`src/rtl/renesas_i2c_regs_q.sv`:
```
// Host register bank for the I2C clock-configuration engine: headers, status/event capture, control, command FIFO.
// Reads are combinational from the address; writes, events and FIFO updates land on the next rising edge.
module renesas_i2c_regs_q #(
    parameter int NUM_HDR    = 4,
    parameter int STAT_W     = 8,
    parameter int CMD_W      = 32,
    parameter int FIFO_DEPTH = 8
) (
    input  logic                    sys_if_clk,
    input  logic                    sys_if_rst,
    input  logic                    sys_if_wen,
    input  logic [31:0]             sys_if_addr,
    input  logic [31:0]             sys_if_wdata,
    output logic [31:0]             sys_if_rdata,
    input  logic [32*NUM_HDR-1:0]   IO_HEADER_VALUE,
    input  logic [STAT_W-1:0]       IO_STATUS_VALUE,
    output logic                    IO_CONTROL_RESETN,
    output logic                    IO_CONTROL_START,
    output logic [CMD_W-1:0]        cmd_tdata,
    output logic                    cmd_tvalid,
    input  logic                    cmd_tready,
    output logic                    irq
);
    localparam int AW = (FIFO_DEPTH > 1) ? $clog2(FIFO_DEPTH) : 1;
    localparam int LW = AW + 1;
    localparam logic [LW-1:0] FULL_LVL = LW'(FIFO_DEPTH);

    localparam logic [31:0] A_CONTROL = 32'h00;
    localparam logic [31:0] A_STATUS  = 32'h04;
    localparam logic [31:0] A_EVENT   = 32'h08;
    localparam logic [31:0] A_IRQ_EN  = 32'h0C;
    localparam logic [31:0] A_CMD     = 32'h10;
    localparam logic [31:0] A_FIFO    = 32'h14;
    localparam logic [31:0] A_HDR     = 32'h40;

    logic              ctrl_resetn, start_q, irq_q;
    logic [STAT_W:0]   event_q, irq_en_q, ev_set, ev_clr;
    logic [STAT_W-1:0] stat_hist;
    logic [CMD_W-1:0]  mem [FIFO_DEPTH];
    logic [AW-1:0]     wr_ptr, rd_ptr;
    logic [LW-1:0]     level;
    logic              wr_ctrl, wr_event, wr_irq_en, wr_cmd;
    logic              resetn_next, push, pop, full, empty, push_ok, ovf;

    assign wr_ctrl   = sys_if_wen && (sys_if_addr == A_CONTROL);
    assign wr_event  = sys_if_wen && (sys_if_addr == A_EVENT);
    assign wr_irq_en = sys_if_wen && (sys_if_addr == A_IRQ_EN);
    assign wr_cmd    = sys_if_wen && (sys_if_addr == A_CMD);

    // Flush keys off the next RESETN value so a 1->0 write empties the FIFO on the same edge.
    assign resetn_next = wr_ctrl ? sys_if_wdata[0] : ctrl_resetn;

    assign full    = (level == FULL_LVL);
    assign empty   = (level == '0);
    assign pop     = cmd_tvalid && cmd_tready;
    assign push    = wr_cmd && ctrl_resetn;
    assign push_ok = push && (!full || pop);
    assign ovf     = push && full && !pop;

    assign ev_set = {ovf, IO_STATUS_VALUE & ~stat_hist};
    assign ev_clr = wr_event ? sys_if_wdata[STAT_W:0] : '0;

    assign IO_CONTROL_RESETN = ctrl_resetn;
    assign IO_CONTROL_START  = start_q;
    assign irq               = irq_q;
    assign cmd_tvalid        = !empty;
    assign cmd_tdata         = mem[rd_ptr];

    always_ff @(posedge sys_if_clk or posedge sys_if_rst) begin
        if (sys_if_rst) begin
            ctrl_resetn <= 1'b0;
            start_q     <= 1'b0;
            irq_en_q    <= '0;
            event_q     <= '0;
            stat_hist   <= '0;
            irq_q       <= 1'b0;
        end else begin
            ctrl_resetn <= resetn_next;
            start_q     <= wr_ctrl && sys_if_wdata[1];
            if (wr_irq_en)
                irq_en_q <= sys_if_wdata[STAT_W:0];
            // Set has priority over a same-cycle W1C clear.
            event_q     <= (event_q & ~ev_clr) | ev_set;
            stat_hist   <= IO_STATUS_VALUE;
            irq_q       <= |(event_q & irq_en_q);
        end
    end

    always_ff @(posedge sys_if_clk or posedge sys_if_rst) begin
        if (sys_if_rst) begin
            wr_ptr <= '0;
            rd_ptr <= '0;
            level  <= '0;
        end else if (!resetn_next) begin
            wr_ptr <= '0;
            rd_ptr <= '0;
            level  <= '0;
        end else begin
            if (push_ok)
                wr_ptr <= wr_ptr + AW'(1);
            if (pop)
                rd_ptr <= rd_ptr + AW'(1);
            if (push_ok && !pop)
                level <= level + LW'(1);
            else if (pop && !push_ok)
                level <= level - LW'(1);
        end
    end

    always_ff @(posedge sys_if_clk) begin
        if (push_ok)
            mem[wr_ptr] <= sys_if_wdata[CMD_W-1:0];
    end

    always_comb begin
        sys_if_rdata = '0;
        case (sys_if_addr)
            A_CONTROL: sys_if_rdata = {31'b0, ctrl_resetn};
            A_STATUS:  sys_if_rdata = 32'(IO_STATUS_VALUE);
            A_EVENT:   sys_if_rdata = 32'(event_q);
            A_IRQ_EN:  sys_if_rdata = 32'(irq_en_q);
            A_FIFO:    sys_if_rdata = {14'b0, full, empty, 16'(level)};
            default:   sys_if_rdata = '0;
        endcase
        for (int i = 0; i < NUM_HDR; i++) begin
            if (sys_if_addr == A_HDR + 32'(4 * i))
                sys_if_rdata = IO_HEADER_VALUE[32*i +: 32];
        end
    end
endmodule

```
`config.mk`:
```
export PLATFORM = sky130hd
export DESIGN_NAME = renesas_i2c_regs_q
export DESIGN_NICKNAME = d
export VERILOG_FILES = /design/src/rtl/renesas_i2c_regs_q.sv
export SDC_FILE = /design/constraint.sdc
export NUM_CORES = 1
export LEC_CHECK = 0
export CELL_PAD_IN_SITES_DETAIL_PLACEMENT = 1
export CELL_PAD_IN_SITES_GLOBAL_PLACEMENT = 2
export CORE_MARGIN = 4
export CORE_UTILIZATION = 33
export CTS_CLUSTER_DIAMETER = 150
export CTS_CLUSTER_SIZE = 40
export DETAILED_ROUTE_END_ITERATION = 7
export GPL_TIMING_DRIVEN = 1
export HOLD_SLACK_MARGIN = 0.15
export PLACE_DENSITY = 0.86
export SLEW_MARGIN = 5
export SYNTH_ARGS = -nofsm -noshare
export SYNTH_HDL_FRONTEND = slang
export SYNTH_SLANG_ARGS = --single-unit
```
`constraint.sdc`:
```
create_clock -name sys_if_clk -period 3.95 [get_ports sys_if_clk]
set_input_delay 1.185 -clock sys_if_clk [delete_from_list [all_inputs] [get_ports sys_if_clk]]
set_output_delay 1.185 -clock sys_if_clk [all_outputs]
set_load 0.01 [all_outputs]
```
After elaboration in Yosys (flattened, before gate mapping)
Memory sizes are Yosys's and may differ from the RTL's.
Index checks and enable logic that the tools add are counted.
- bits in registers: 39
- RAM bits: 256
- input bits: 204
- output and inout bits: 68
- word-level logic and storage cells: 69
- memories: 1
- memories (name ; words ; width ; rd ports ; clocked after memory_dff ; write ports ; line ; RTL):
    mem ; 8 ; 32 ; 1 ; 0 ; 1 ; 39 ; logic [CMD_W-1:0] mem [FIFO_DEPTH];
- add/subtract/negate cells: 4
- equality and inequality tests: 13
- muxes and demuxes: 16
- bitwise gates (word level): 6
- reduce and logical (&&, ||, !) cells: 20
- operators by type and width (cell ; count):
    == test 32 x 7 -> 1 bit, second input constant ; 4
    two-way mux 32 bit ; 4
    case mux 18 bit (5 select lines) ; 1
    == test 32 x 4 -> 1 bit, second input constant ; 2
    == test 32 x 5 -> 1 bit, second input constant ; 2
    == test 32 x 3 -> 1 bit, second input constant ; 1
    logical NOT 32 bit ; 1
    AND 9 bit ; 2
    logical AND 1 bit ; 12
    two-way mux 3 bit ; 4
    two-way mux 4 bit ; 3
    two-way mux 9 bit ; 1
    inverter 9 bit ; 1
    OR 9 bit ; 1
    OR reduction 9 bit ; 1
    AND 8 bit ; 1
    inverter 8 bit ; 1
    adder 3 x 1 -> 3 bit, second input constant ; 2
    adder 4 x 1 -> 4 bit, second input constant ; 1
    == test 4 bit, second input constant ; 1
    logical NOT 1 bit ; 4
    logical NOT 4 bit ; 1
    inequality test 2 x 1 -> 1 bit, second input constant ; 2
    subtractor 4 x 1 -> 4 bit, second input constant ; 1
    3 further kinds ; 5

Logic depth before layout (Yosys ltp)
- depth in word-level cells: 10
- gate-level depth with buffers: 10
- mapped depth without buffers: 10

Least setup slack after synthesis
Ideal clock, no wire load.
- path kind: in2reg
- start point: in sys_if_addr[30]
- end point: mem mem[0][0] (enable)
- data arrival time: 4.683 ns
- path slack: -1.194 ns
- stages on the path: 6
- buffers on the path: 0
- path through: nor4_1 > nand4_1 > nor3_2 > nand2_1 > or2_2 > nor3_1
- cells in the longest elaborated chain, start to end: 6
- ends and longest elaborated chain (element ; line ; RTL):
    start: declaration ; 12 ; input logic [31:0] sys_if_addr,
    == test 32 x 5 -> 1 bit ; 48 ; assign wr_cmd = sys_if_wen && (sys_if_addr == A_CMD);
    logical AND 1 bit ; 48 ;
    logical AND 1 bit ; 56 ; assign push = wr_cmd && ctrl_resetn;
    logical AND 1 bit ; 57 ; assign push_ok = push && (!full || pop);
    two-way mux 1 bit ; 111 ; if (push_ok)
    two-way mux 1 bit (implied by the code) ; 112 ; mem[wr_ptr] <= sys_if_wdata[CMD_W-1:0];
    end: declaration ; 39 ;
Every way passes these cells.

Worst setup path after layout
- start point: in sys_if_addr[17]
- end point: out sys_if_rdata[17]
- cells in the longest elaborated chain, start to end: 6
- elaborated cells between the ends (all ways): 14
- classes of those cells: 8 x eq/ne; 5 x mux; 1 x reduce/logical
- ends and longest elaborated chain (element ; line ; RTL):
    == test 32 x 5 -> 1 bit, or another cell as far along ; 117 ; case (sys_if_addr)
    case mux 18 bit (5 select lines) ; 117 ;
    two-way mux 32 bit (3 in a row) ; 126 ; if (sys_if_addr == A_HDR + 32'(4 * i))
    two-way mux 32 bit (*) ; 126 ;
    end: declaration ; 14 ; output logic [31:0] sys_if_rdata,
Every way passes the cells marked *; elsewhere a longest branch is shown, timed or not.

==> key figures <==
Run status
  – Run status: complete, but fails checks
  – Failing checks: negative setup slack

Worst setup path
  – Reg2Reg Setup Slack: 1.09 ns
  – Critical path origin: sys_if_addr[17]
  – Worst R2R Path Depth: 11
  – Cell Chain, Critical Path: dlygate4sd2_1, nor4_1, nand4_1, or2_4, or4_1, a32o_2, buf_6
  – Setup crit start kind: input pin
  – Setup crit end kind: output port
  – CP Depth: 7
  – R2R Path End: level[3]
  – Max FO, Critical Path: 3
  – Worst setup endpoint: sys_if_rdata[17]
  – CP Class: in2out
  – Critical R2R Launch: level[1]
  – Critical path's slowest cell: or4_1
  – Worst Path Buf+Inv: 2
  – Crit-path max cell delay: 0.39 ns
  – Worst path top cell family by delay: simple AND/OR/NAND/NOR gates
  – Required time worst endpoint: 2.76 ns
  – Crit path DAT: 2.95 ns

Timing
  – Post-route setup slack: -0.1894 ns
  – Minimum clock period: 4.139 ns
  – Final setup viols: 12
  – Hold Violations, Final: 0
  – Slew margin rel.: 0.6302
  – Final Max Tran Viols: 0
  – Least-Margin Pin Slew: 0.5530 ns
  – Worst Clk Skew: 0.03486 ns
  – Final Cycle Share: 1.048
  – RSZ-0062 raised after global routing: true
  – F_max: 241.6 MHz

Placement
  – Port-buffer cells: 271
  – DP Area: 17,060 µm²
  – RD Place Congestion: 0.8446
  – Place WS: -1.328 ns
  – Post-DP HPWL: 28,020 µm

Cells and area
  – Fillers: 3,760
  – Final core occ: 0.4611
  – Sequential Area: 8670 µm²
  – Net count, final: 1,273
  – Share of layout cells above drive strength 1: 0.3424
  – Layout area overhead: 38.43%
  – Final Cell Area: 17,820 µm²
  – Area of the multi-input gates: 4385 µm²

Floorplan
  – Initial core utilization: 0.3331
  – Die width: 205.5 µm
  – Core ar.: 38,650 µm²
  – Die span in y: 205.5 µm
  – IO Count: 272
  – Die ar.: 42,230 µm²
  – Row count: 72

Yosys
  – Mapped cell area: 12,870 µm²
  – Leading area contributor after synthesis: edfxtp_1
  – Avg Cell Area, Syn: 18.08 µm²
  – Post-synth EDFFs: 256
  – Ys flop type: edfxtp_1
  – Syn nets: 921
  – Register area share after synthesis: 0.6730
  – Post-synth top area share: 0.5972
  – Post-synthesis register bit count: 295
  – Async S/R FF share, synth: 0.1322
  – Distinct cells, synth: 53
  – Syn Inst Count: 712
  – Ranking of synthesized cells by area: edfxtp_1 (60%), mux4_2 (15%), dfrtp_1 (7.6%)
  – Yosys warning count: 0

Drt
  – DRC violations left: 0
  – Total routed wirelength: 38,290 µm
  – Vias: 8,037
  – Vias per cell: 5.067
  – 1st-iter DRT viols: 485
  – WL per Instance: 24.14 µm
  – Initial DRT Pass Iterations: 5
  – Final antenna-violating net count: 0

Power
  – PD cells: 293.2 nW/µm²
  – Max rail drop VDD: 0.2432 mV
  – Leak pwr: 5.971 nW

CTS
  – CTS tree: yes
  – Longest Clk Path Bufs: 3
  – H-tree depth: 1
  – Clock sinks: 295
  – Root Driver: clkbuf_16
  – CTS buffer count: 11
  – Clk Latency, worst-skew pair: 0.49 ns
  – Hold_buf cts: 0
  – Clock Pin Slew Worst Setup and Hold Paths: 0.15 ns

GRT
  – Largest net degree at the start of global routing: 45
  – Grt ovf: 0
  – Antenna violations before repair: 2
  – GRT Total Usage: 0.1752
  – Vias in the first global route: 8,954
  – Global-route wire length before repair: 55,720 µm

Run
  – Max_cap viols: 0

Min path
  – Hold Crit Class: reg2reg
layout by cell type (no fill, tap or decap), types with 4 or more instances in the layout:
cell | netlist | routed
nor2_4 | 0 | 8
nor4_4 | 3 | 7
nand3_1 | 10 | 10
nand2_2 | 1 | 4
o21ai_0 | 19 | 17
mux2i_1 | 16 | 16
and3_4 | 0 | 11
or2_2 | 5 | 4
dfrtp_1 | 39 | 36
clkdlybuf4s15_1 | 0 | 9
nor3_2 | 1 | 7
clkbuf_16 | 0 | 13
clkdlybuf4s50_1 | 0 | 206
nor2_1 | 19 | 11
mux2_2 | 50 | 50
nor2b_1 | 11 | 7
buf_2 | 10 | 13
a22oi_1 | 7 | 6
nor4_2 | 0 | 4
ha_1 | 4 | 4
a21oi_1 | 10 | 9
and2_1 | 4 | 4
mux4_2 | 86 | 86
and3_1 | 15 | 4
a22o_1 | 11 | 11
buf_4 | 0 | 82
edfxtp_1 | 256 | 256
buf_12 | 0 | 18
dlygate4sd2_1 | 0 | 15
inv_1 | 14 | 14
nor2b_4 | 0 | 4
buf_6 | 1 | 25
nand2_1 | 31 | 27
per-stage QoR:
stage | std cells | power (mW) | setup TNS (ns) | hold slack, ns
final | 1586 | 5.224 | -0.8474 | 0.5592
after global routing | 1585 | 5.417 | -1.996 | 0.5791
after CTS | 1578 | 5.263 | -0.9470 | 0.5597
after detailed placement | 1558 | 3.879 | -54.21 | 0.5267
after global placement | 1558 | 3.868 | -65.70 | 0.5098
after floorplan | 712 | 3.562 | -38.71 | 0.4818
cell usage after synthesis (all sizes together), types with 3 or more instances:
cell type	count
a221oi	3
and3	15
nor2	20
nand2b	3
a21oi	10
edfxtp	256
inv	14
or2	6
nand3	10
clkbuf	22
o21ai	19
nor3	13
dfrtp	39
mux2i	16
mux4	86
ha	4
nand2	32
buf	17
a22o	11
xor2	3
nor2b	11
and2	4
nor4	13
a22oi	7
a32oi	3
mux2	50
cell families (layout without fill, tap and decap cells):
group / after synthesis / count (layout) / share of synthesized area
other: 0 / 2 / 0
xor gates and xnor gates: 5 / 5 / 0.003403
AOI/OAI and AO/OA: 65 / 65 / 0.03490
and+or+nand+nor: 136 / 136 / 0.05929
buffers and inverters: 54 / 408 / 0.01730
adders and majority gates: 5 / 5 / 0.005443
muxes: 152 / 152 / 0.2066
DFF: 295 / 295 / 0.6730
layout make-up:
| cell class | instances | area share |
|---|---|---|
| antenna | 2 | 0.0002809 |
| clock buffer | 14 | 0.01608 |
| clock inverter | 1 | 0.001685 |
| inverter | 15 | 0.003160 |
| multi-input combinational | 363 | 0.2461 |
| sequential | 295 | 0.4865 |
| tap | 518 | 0.03637 |
| timing repair buffer | 378 | 0.2098 |
sequential cells by signal (all words and copies together), names as in the netlist:
register,cells
irq_en_q,9
mem,256
wr_ptr,3
irq,1
rd_ptr,3
level,4
IO_CONTROL_START,1
stat_hist,8
event_q,9
IO_CONTROL_RESETN,1
metal layers:
metal	GRT usage	share of wire	up-vias
met5	0	0.00029	-
met3	0.02994	0.061	47
met2	0.3315	0.54	280
li1	-	-	3589
met1	0.2012	0.36	4119
met4	0.05455	0.035	2
power breakdown:
part	internal, mW	switching [mW]
sequential	3.39	0.00117
clock	0.537	0.872
combinational	0.258	0.169
total	4.18	1.04
repair_timing:
item                       in CTS  in global routing
gates resized for setup       227                 77
buffers inserted                7                  4
cloned                          0                  2
setup endpoints to repair      58                 32
pin swaps                      23                  9
worst min-delay path by stage:
stage / start / endpoint / slack [ns] / depth (start not counted)
floorplan: irq_en_q[6] / irq / 0.48 / 2
global placement: irq_en_q[6] / irq_en_q[6] / 0.51 / 1
detailed placement: irq_en_q[3] / irq_en_q[3] / 0.53 / 1
CTS: irq_en_q[3] / irq_en_q[3] / 0.56 / 1
global route: irq_en_q[7] / irq_en_q[7] / 0.58 / 1
finish: irq_en_q[6] / irq_en_q[6] / 0.56 / 1
No activity file was read; power rests on OpenSTA's default activity.
